## config.mk

```make
export PLATFORM = sky130hd
export DESIGN_NAME = ballot_collector
export DESIGN_NICKNAME = d
export VERILOG_FILES = /design/src/rtl/voter_pkg.sv /design/src/rtl/ballot_check.sv /design/src/rtl/ballot_collector.sv
export SDC_FILE = /design/constraint.sdc
export NUM_CORES = 1
export LEC_CHECK = 0
export ABC_AREA = 1
export CAP_MARGIN = 40
export CORE_MARGIN = 4
export CORE_UTILIZATION = 55
export DETAILED_ROUTE_END_ITERATION = 8
export GPL_ROUTABILITY_DRIVEN = 0
export GPL_TIMING_DRIVEN = 0
export PLACE_DENSITY_LB_ADDON = 0.25
export SYNTH_ARGS = -nofsm -noshare
export SYNTH_HDL_FRONTEND = slang
export SYNTH_SLANG_ARGS = --single-unit
export TNS_END_PERCENT = 100
```

## constraint.sdc

```tcl
create_clock -name clk -period 2.05 [get_ports clk]
set_input_delay 0.205 -clock clk [delete_from_list [all_inputs] [get_ports clk]]
set_output_delay 0.205 -clock clk [all_outputs]
set_load 0.02 [all_outputs]
```

## src/rtl/voter_pkg.sv

```systemverilog
// Shared definitions for the ballot collection path: candidate codes, voter count,
// collector FSM state type and reject reason codes.
package voter_pkg;

    localparam logic [2:0] CAND_A = 3'b001;
    localparam logic [2:0] CAND_B = 3'b010;
    localparam logic [2:0] CAND_C = 3'b100;

    localparam int NUM_VOTERS = 5;

    typedef enum logic [1:0] {
        ST_IDLE    = 2'd0,
        ST_COLLECT = 2'd1,
        ST_DONE    = 2'd2
    } state_t;

    localparam logic [1:0] REJ_NONE       = 2'b00;
    localparam logic [1:0] REJ_BAD_ID     = 2'b01;
    localparam logic [1:0] REJ_NOT_ONEHOT = 2'b10;
    localparam logic [1:0] REJ_DUPLICATE  = 2'b11;

    function automatic logic is_onehot3(input logic [2:0] d);
        return (d == CAND_A) || (d == CAND_B) || (d == CAND_C);
    endfunction

endpackage

```

## src/rtl/ballot_check.sv

```systemverilog
// Stateless ballot screening: voter index range and one-hot choice.
// Bad id outranks a bad choice; duplicate detection needs slot state and lives in the top.
module ballot_check
    import voter_pkg::*;
(
    input  logic [2:0] id,
    input  logic [2:0] data,
    output logic       ok,
    output logic [1:0] code
);

    always_comb begin
        code = REJ_NONE;
        if (id > 3'(NUM_VOTERS - 1)) begin
            code = REJ_BAD_ID;
        end else if (!is_onehot3(data)) begin
            code = REJ_NOT_ONEHOT;
        end
        ok = (code == REJ_NONE);
    end

endmodule

```

## src/rtl/ballot_collector.sv

```systemverilog
// Collects one one-hot ballot per voter into five slots, closing the election when all
// slots are filled or the collection window expires, then hands the votes downstream.
//
// Handshakes: a ballot is taken on any rising edge where ballot_valid && ballot_ready;
// ballot_ready depends only on FSM state, never on ballot_valid. The vote set is
// offered while votes_valid is high and is released on the edge where votes_ack is high.
module ballot_collector
    import voter_pkg::*;
#(
    parameter int TIMEOUT_CYC = 1000
) (
    input  logic        clk,
    input  logic        rst_n,
    input  logic        start,
    input  logic        ballot_valid,
    input  logic [2:0]  ballot_id,
    input  logic [2:0]  ballot_data,
    output logic        ballot_ready,
    output logic [2:0]  vote_1,
    output logic [2:0]  vote_2,
    output logic [2:0]  vote_3,
    output logic [2:0]  vote_4,
    output logic [2:0]  vote_5,
    output logic        votes_valid,
    input  logic        votes_ack,
    output logic [4:0]  filled_mask,
    output logic        timed_out,
    output logic        reject,
    output logic [1:0]  reject_code,
    output state_t      state
);

    localparam int CNT_W = (TIMEOUT_CYC > 1) ? $clog2(TIMEOUT_CYC) : 1;
    localparam logic [CNT_W-1:0] CNT_LAST = CNT_W'(TIMEOUT_CYC - 1);

    logic [CNT_W-1:0]      cnt;
    logic [2:0]            votes [NUM_VOTERS];

    logic                  handshake;
    logic                  chk_ok;
    logic [1:0]            chk_code;
    logic [NUM_VOTERS-1:0] slot_sel;
    logic                  dup;
    logic                  store_en;
    logic [1:0]            rej_code;
    logic [NUM_VOTERS-1:0] new_mask;

    ballot_check u_check (
        .id   (ballot_id),
        .data (ballot_data),
        .ok   (chk_ok),
        .code (chk_code)
    );

    assign ballot_ready = (state == ST_COLLECT);
    assign handshake    = ballot_valid && ballot_ready;

    // Out-of-range ids shift past the mask and select no slot.
    always_comb begin
        slot_sel = NUM_VOTERS'(1) << ballot_id;
        dup      = |(filled_mask & slot_sel);
        store_en = handshake && !start && chk_ok && !dup;
        rej_code = chk_ok ? REJ_DUPLICATE : chk_code;
        new_mask = filled_mask | slot_sel;
    end

    assign vote_1 = votes[0];
    assign vote_2 = votes[1];
    assign vote_3 = votes[2];
    assign vote_4 = votes[3];
    assign vote_5 = votes[4];

    always_ff @(posedge clk or negedge rst_n) begin
        if (!rst_n) begin
            state       <= ST_IDLE;
            cnt         <= '0;
            filled_mask <= '0;
            timed_out   <= 1'b0;
            votes_valid <= 1'b0;
            reject      <= 1'b0;
            reject_code <= REJ_NONE;
            for (int i = 0; i < NUM_VOTERS; i++) votes[i] <= '0;
        end else begin
            reject      <= 1'b0;
            reject_code <= REJ_NONE;
            case (state)
                ST_IDLE: begin
                    if (start) begin
                        cnt         <= '0;
                        filled_mask <= '0;
                        timed_out   <= 1'b0;
                        for (int i = 0; i < NUM_VOTERS; i++) votes[i] <= '0;
                        state       <= ST_COLLECT;
                    end
                end
                ST_COLLECT: begin
                    if (start) begin
                        // Restart: a ballot offered in the same cycle is dropped silently.
                        cnt         <= '0;
                        filled_mask <= '0;
                        for (int i = 0; i < NUM_VOTERS; i++) votes[i] <= '0;
                    end else begin
                        if (handshake && !store_en) begin
                            reject      <= 1'b1;
                            reject_code <= rej_code;
                        end
                        if (store_en) begin
                            filled_mask <= new_mask;
                            for (int i = 0; i < NUM_VOTERS; i++)
                                if (ballot_id == 3'(i)) votes[i] <= ballot_data;
                        end
                        // A completing ballot wins over a coincident timeout.
                        if (store_en && new_mask == '1) begin
                            state       <= ST_DONE;
                            votes_valid <= 1'b1;
                        end else if (cnt == CNT_LAST) begin
                            state       <= ST_DONE;
                            timed_out   <= 1'b1;
                            votes_valid <= 1'b1;
                        end else begin
                            cnt <= cnt + 1'b1;
                        end
                    end
                end
                ST_DONE: begin
                    if (votes_ack) begin
                        state       <= ST_IDLE;
                        votes_valid <= 1'b0;
                    end
                end
                default: state <= ST_IDLE;
            endcase
        end
    end

endmodule

```

; ---- Word-level counts from Yosys, hierarchy flattened
; Index checks and enable logic that the tools add are counted.
[totals]
regBits = 37
elab_cells = 111
[classes]
n_addsub = 1
order_cmp = 1
n_eq_ne = 25
shift = 1
muxes = 42
n_bitwise = 2
n_reduce_logical = 27
[ops]
columns = op, count
row1 = 2-to-1 mux 15 bit, 3
row2 = 2-to-1 mux 10 bit, 4
row3 = AND reduction 4 bit, 8
row4 = case mux 15 bit (2 select lines), 1
row5 = 2-to-1 mux 2 bit, 11
row6 = case mux 10 bit (2 select lines), 1
row7 = "inequality test 3 x 2 -> 1 bit, second input constant", 6
row8 = 2-to-1 mux 3 bit, 5
row9 = 2-to-1 mux 5 bit, 3
row10 = "adder 10 x 1 -> 10 bit, second input constant", 1
row11 = "== test 10 bit, second input constant", 1
row12 = 2-to-1 mux 1 bit, 10
row13 = case mux 5 bit (2 select lines), 1
row14 = "== test 3 x 2 -> 1 bit, second input constant", 3
row15 = "inequality test 2 bit, second input constant", 4
row16 = "== test 3 x 1 -> 1 bit, second input constant", 2
row17 = "== test 3 bit, second input constant", 2
row18 = logical AND 1 bit, 6
row19 = "inequality test 3 bit, second input constant", 2
row20 = case mux 2 bit (3 select lines), 1
row21 = bitwise AND 5 bit, 1
row22 = "== test 5 bit, second input constant", 1
row23 = OR 5 bit, 1
row24 = AND reduction 5 bit, 1
row25 = 14 further kinds, 20

; ---- Logic depth before layout (Yosys ltp)
[depth]
word_depth = 13
ltp_mapped = 11
depth_no_buf = 10

; ---- Modules after synthesis
; Synthesis repeated with hierarchy kept, for this count alone.
[hier_totals]
hier_cells = 240
hier_area_um2 = 1956.9
[by_module_without_submodules]
columns = module, n_inst, cells_per_inst, area_each_um2
row1 = ballot_collector, 1, 229, 1896.8
row2 = ballot_check, 1, 11, 60.1

; ---- Worst setup path after synthesis
; No wires, ideal clock.
[synth_timing]
kind = register to register
start = register state[1]
end = register votes, in the netlist vote_3[0]
t_arrival_ns = 1.427
required_ns = 1.933
slack_ns = 0.506
path_stages_with_launch = 12
path_buffers = 1
path_cell_list = dfrtp_1 inv_2 nand2_2 nor2_2 nand2_1 nor2_2 nand2_2 nand2_4 buf_12 nand2_4 nand2_1 nand2_1
[synth_between]
elab_chain_cells = 7
elab_cells_between_ends = 12
[synth_lines]
columns = item, line
row1 = "start, declared", ballot_collector.sv:30  ; output state_t state
row2 = "start signal, assigned", ballot_collector.sv:75  ; state <= ST_IDLE;
row3 = "start signal, assigned", ballot_collector.sv:93  ; state <= ST_COLLECT;
row4 = "start signal, assigned", ballot_collector.sv:114  ; state <= ST_DONE;
row5 = == test 2 x 1 -> 1 bit, "ballot_collector.sv:55, ballot_collector.sv:86"
row6 = logical AND 1 bit, ballot_collector.sv:56  ; assign handshake = ballot_valid && ballot_ready;
row7 = logical AND 1 bit (3 in series), ballot_collector.sv:62  ; store_en = handshake && !start && chk_ok && !dup;
row8 = inequality test 3 x 2 -> 1 bit (no line), n/a
row9 = AND reduction 4 bit (no line), n/a
row10 = "end signal, assigned by index", ballot_collector.sv:110  ; if (ballot_id == 3'(i)) votes[i] <= ballot_data;
row11 = "end, declared", ballot_collector.sv:37  ; logic [2:0] votes [NUM_VOTERS];
; Parallel ways exist; a longest one is shown, timed or not.
; A chain may end at the register's enable or synchronous reset.

; ---- Final worst setup path
[layout_timing]
start = register state[1]
end = output ballot_ready
[layout_between]
elab_chain_cells = 1
[layout_lines]
columns = item, line
row1 = == test 2 x 1 -> 1 bit, ballot_collector.sv:55  ; assign ballot_ready = (state == ST_COLLECT);
row2 = "end, declared", ballot_collector.sv:18  ; output logic ballot_ready,
; No other way between the ends.

==> flow_summary.json <==
{
  "wire_per_inst_um": 12.8,
  "initial_utilization": 0.586,
  "grt_pass1_vias": 1737,
  "cpPeakStageDelay_ns": 0.62,
  "startpoint_type": "flop",
  "min_path_type": "input port to asynchronous set/reset pin",
  "syn_inst": 259,
  "yosysWarnings": 0,
  "finClkSkew_ns": 0.00813,
  "drv_slew": 0,
  "utilization": 0.751,
  "ys_top_cells_by_area": "dfrtp_1 46%, nand2_1 15%, nand3_1 8.4%, inv_1 4.1%, nor2_1 3.5%",
  "crit_chain": "inv_2, nand2_2, inv_1, clkdlybuf4s50_1",
  "fin_crit_sh": 0.905,
  "synthArstFlopShare": 1.00,
  "clock_sinks": 37,
  "clock.fmax_ghz": 0.539,
  "crit_slowest_cell": "clkdlybuf4s50_1",
  "pre_cts_slack_ns": 0.120,
  "cts_setup_buffers": 0,
  "pin_count": 39,
  "grt_start_max_net_pins": 38,
  "synth-compound-area-share": 0.0707,
  "fp-row-count": 21,
  "via_per_inst": 5.32,
  "area_delta_synth_final_pct": 28.1,
  "synth_edf_count": 0,
  "crit_path_end_kind": "primary output",
  "antenna_cells": 0,
  "place_hpwl_mm": 3.27,
  "cts-resized-gates": 0,
  "core_area_sq_um": 3440,
  "cts_hold_buffers": 0,
  "yosysSeqAreaShare": 0.459,
  "synth.most_common_cell": "nand2_1",
  "grt-ovfl-total": 0,
  "syn_avg_cell_area_sq_um": 7.79,
  "cts_root_buf": "clkbuf_8",
  "synth_area_sq_um": 2020,
  "numCtsBuffers": 5,
  "p_total_mw": 3.51,
  "drive_above_1_share": 0.111,
  "syn_nets": 271,
  "grtUsageTotal": 0.216,
  "num-fill-cells": 254,
  "setup_viol": 0,
  "synth_top_area_frac": 0.459,
  "clockBufferDepth": 2,
  "status": "completed",
  "dr.pass1.iters": 5,
  "r2r-end": "vote_3[1]$_DFFE_PN0P_",
  "path_clk_slew_ns": 0.08,
  "path_delay_family": "buffers and inverters",
  "reg2reg_slack_ns": 0.39,
  "grt_pass1_wl_mm": 7.56,
  "clkLatencyLatePin_ns": 0.29,
  "synth_area_leader_cell": "dfrtp_1",
  "ant_nets": 0,
  "crit_required_ns": 1.85,
  "synth_xor_area_frac": 0,
  "drt-initial-drc-count": 123,
  "fp.dieH_um": 68.6,
  "period_needed_ns": 1.85,
  "vdd_drop_max_v": 0.000891,
  "worstMarginPinSlew_ns": 0.800,
  "fin_ws_ns": 0.195,
  "synth-simple-area-share": 0.379,
  "cts.htree.levels": 2,
  "cap_viol_max_count": 0,
  "antenna_found_initial": 0,
  "synth_common_cells": "83 x nand2_1, 37 x dfrtp_1, 34 x nand3_1",
  "synth_cell_types": 29,
  "cts_tree": "done",
  "rr_startpoint": "state[1]$_DFFE_PN0P_",
  "power_density_nw_per_um2": 1360,
  "die_area_sq_um": 4700,
  "synth_adder_area_share": 0.00620,
  "rsz0062_at_grt": "false",
  "vias": 1869,
  "portBuffers": 38,
  "synth-seq-cells": 37,
  "ys.flop_type": "dfrtp_1",
  "critPathMaxFanout": 6,
  "nets": 316,
  "max_slew_margin": 0.467,
  "cp_num_buf_inv": 3,
  "synth.area.mux_share": 0,
  "finalHoldViolCount": 0,
  "die_w_um": 68.6,
  "crit_arrival_ns": 1.65,
  "p_leak_nw": 1.25,
  "wl_mm": 4.51,
  "reg2reg_depth": 8,
  "synth_top_family_by_area": "simple AND/OR/NAND/NOR gates",
  "drc": 0,
  "path_class": "flop to primary output"
}
## through the flow
step	setup TNS, ns	std cells	hold WS (ns)	area (sq um)
final	0	351	0.00281	2580
after global routing	0	351	0.0572	2580
after CTS	0	351	0.0199	2580
after detailed placement	0	343	0.339	2450
after global placement	-1.60	343	0.454	2450
after floorplan	0	259	-0.0906	2020
## state kept, by name, summed over array words and instances (netlist names), 2 cells and up
signal / flops
cnt: 10
filled_mask: 5
vote_1: 3
vote_2: 3
vote_3: 3
vote_4: 3
vote_5: 3
reject_code: 2
state: 2
## cell type report
cell class	count	area, sq um	area share
buffer	7	77.6	0.0300
clock buffer	5	68.8	0.0266
clock inverter	3	65.1	0.0252
inverter	25	93.8	0.0363
sequential	37	926	0.358
tap	46	57.6	0.0223
multi-input combinational	190	920	0.356
timing repair buffer	38	375	0.145
## placed cells by master, fill, tap and decap left out, drive strengths merged
cell type and n:
bufinv 2, nor3b 2, clkbuf 5, a21oi 1, buf 8, nand3b 1, o31ai 2, nor3 3
clkinv 1, nand3 36, dfrtp 37, or2 1, o21ai 20, nor4 1, clkdlybuf4s50 37, o211ai 1
nand2 91, ha 1, nand4 5, inv 25, o21a 1, o21bai 1, nor2 23
## per-layer routing
metal  vias up  GRT usage  wire length (um)
met5         -          0                 0
met4         0      0.107                55
met3         7     0.0519               362
met2        82      0.325              2070
met1       854      0.290              2020
li1        926          -                 -
## worst max path at each step
| stage | from | endpoint | slack, ns | cells after the start |
|---|---|---|---|---|
| detailed placement | ballot_id[1] | cnt[9]$_DFFE_PN0P_ | 0.12 | 11 |
| floorplan | state[1]$_DFFE_PN0P_ | vote_3[0]$_DFFE_PN0P_ | 0.51 | 11 |
| global placement | rst_n | vote_4[1]$_DFFE_PN0P_ | -0.05 | 1 |
| CTS | state[1]$_DFFE_PN0P_ | ballot_ready | 0.18 | 4 |
| finish | state[1]$_DFFE_PN0P_ | ballot_ready | 0.20 | 4 |
| global route | state[1]$_DFFE_PN0P_ | ballot_ready | 0.11 | 4 |
## logic make-up (layout without fill, tap and decap cells)
| group | count (synthesis) | count (layout) |
|---|---|---|
| AND/OR/NAND/NOR | 163 | 163 |
| buffers and inverters | 32 | 78 |
| adder cells (fa/ha/maj) | 1 | 1 |
| flip-flops | 37 | 37 |
| AO/OA/AOI/OAI | 26 | 26 |
## power by group
group | leakage (nW) | switching (mW) | total (mW) | internal, mW
registers | 0.486 | 0.137 | 1.09 | 0.956
clock network | 0.0681 | 0.262 | 0.745 | 0.483
logic | 0.692 | 0.983 | 1.68 | 0.694
total | 1.25 | 1.38 | 3.51 | 2.13
Power figures use the tool's default switching activity.
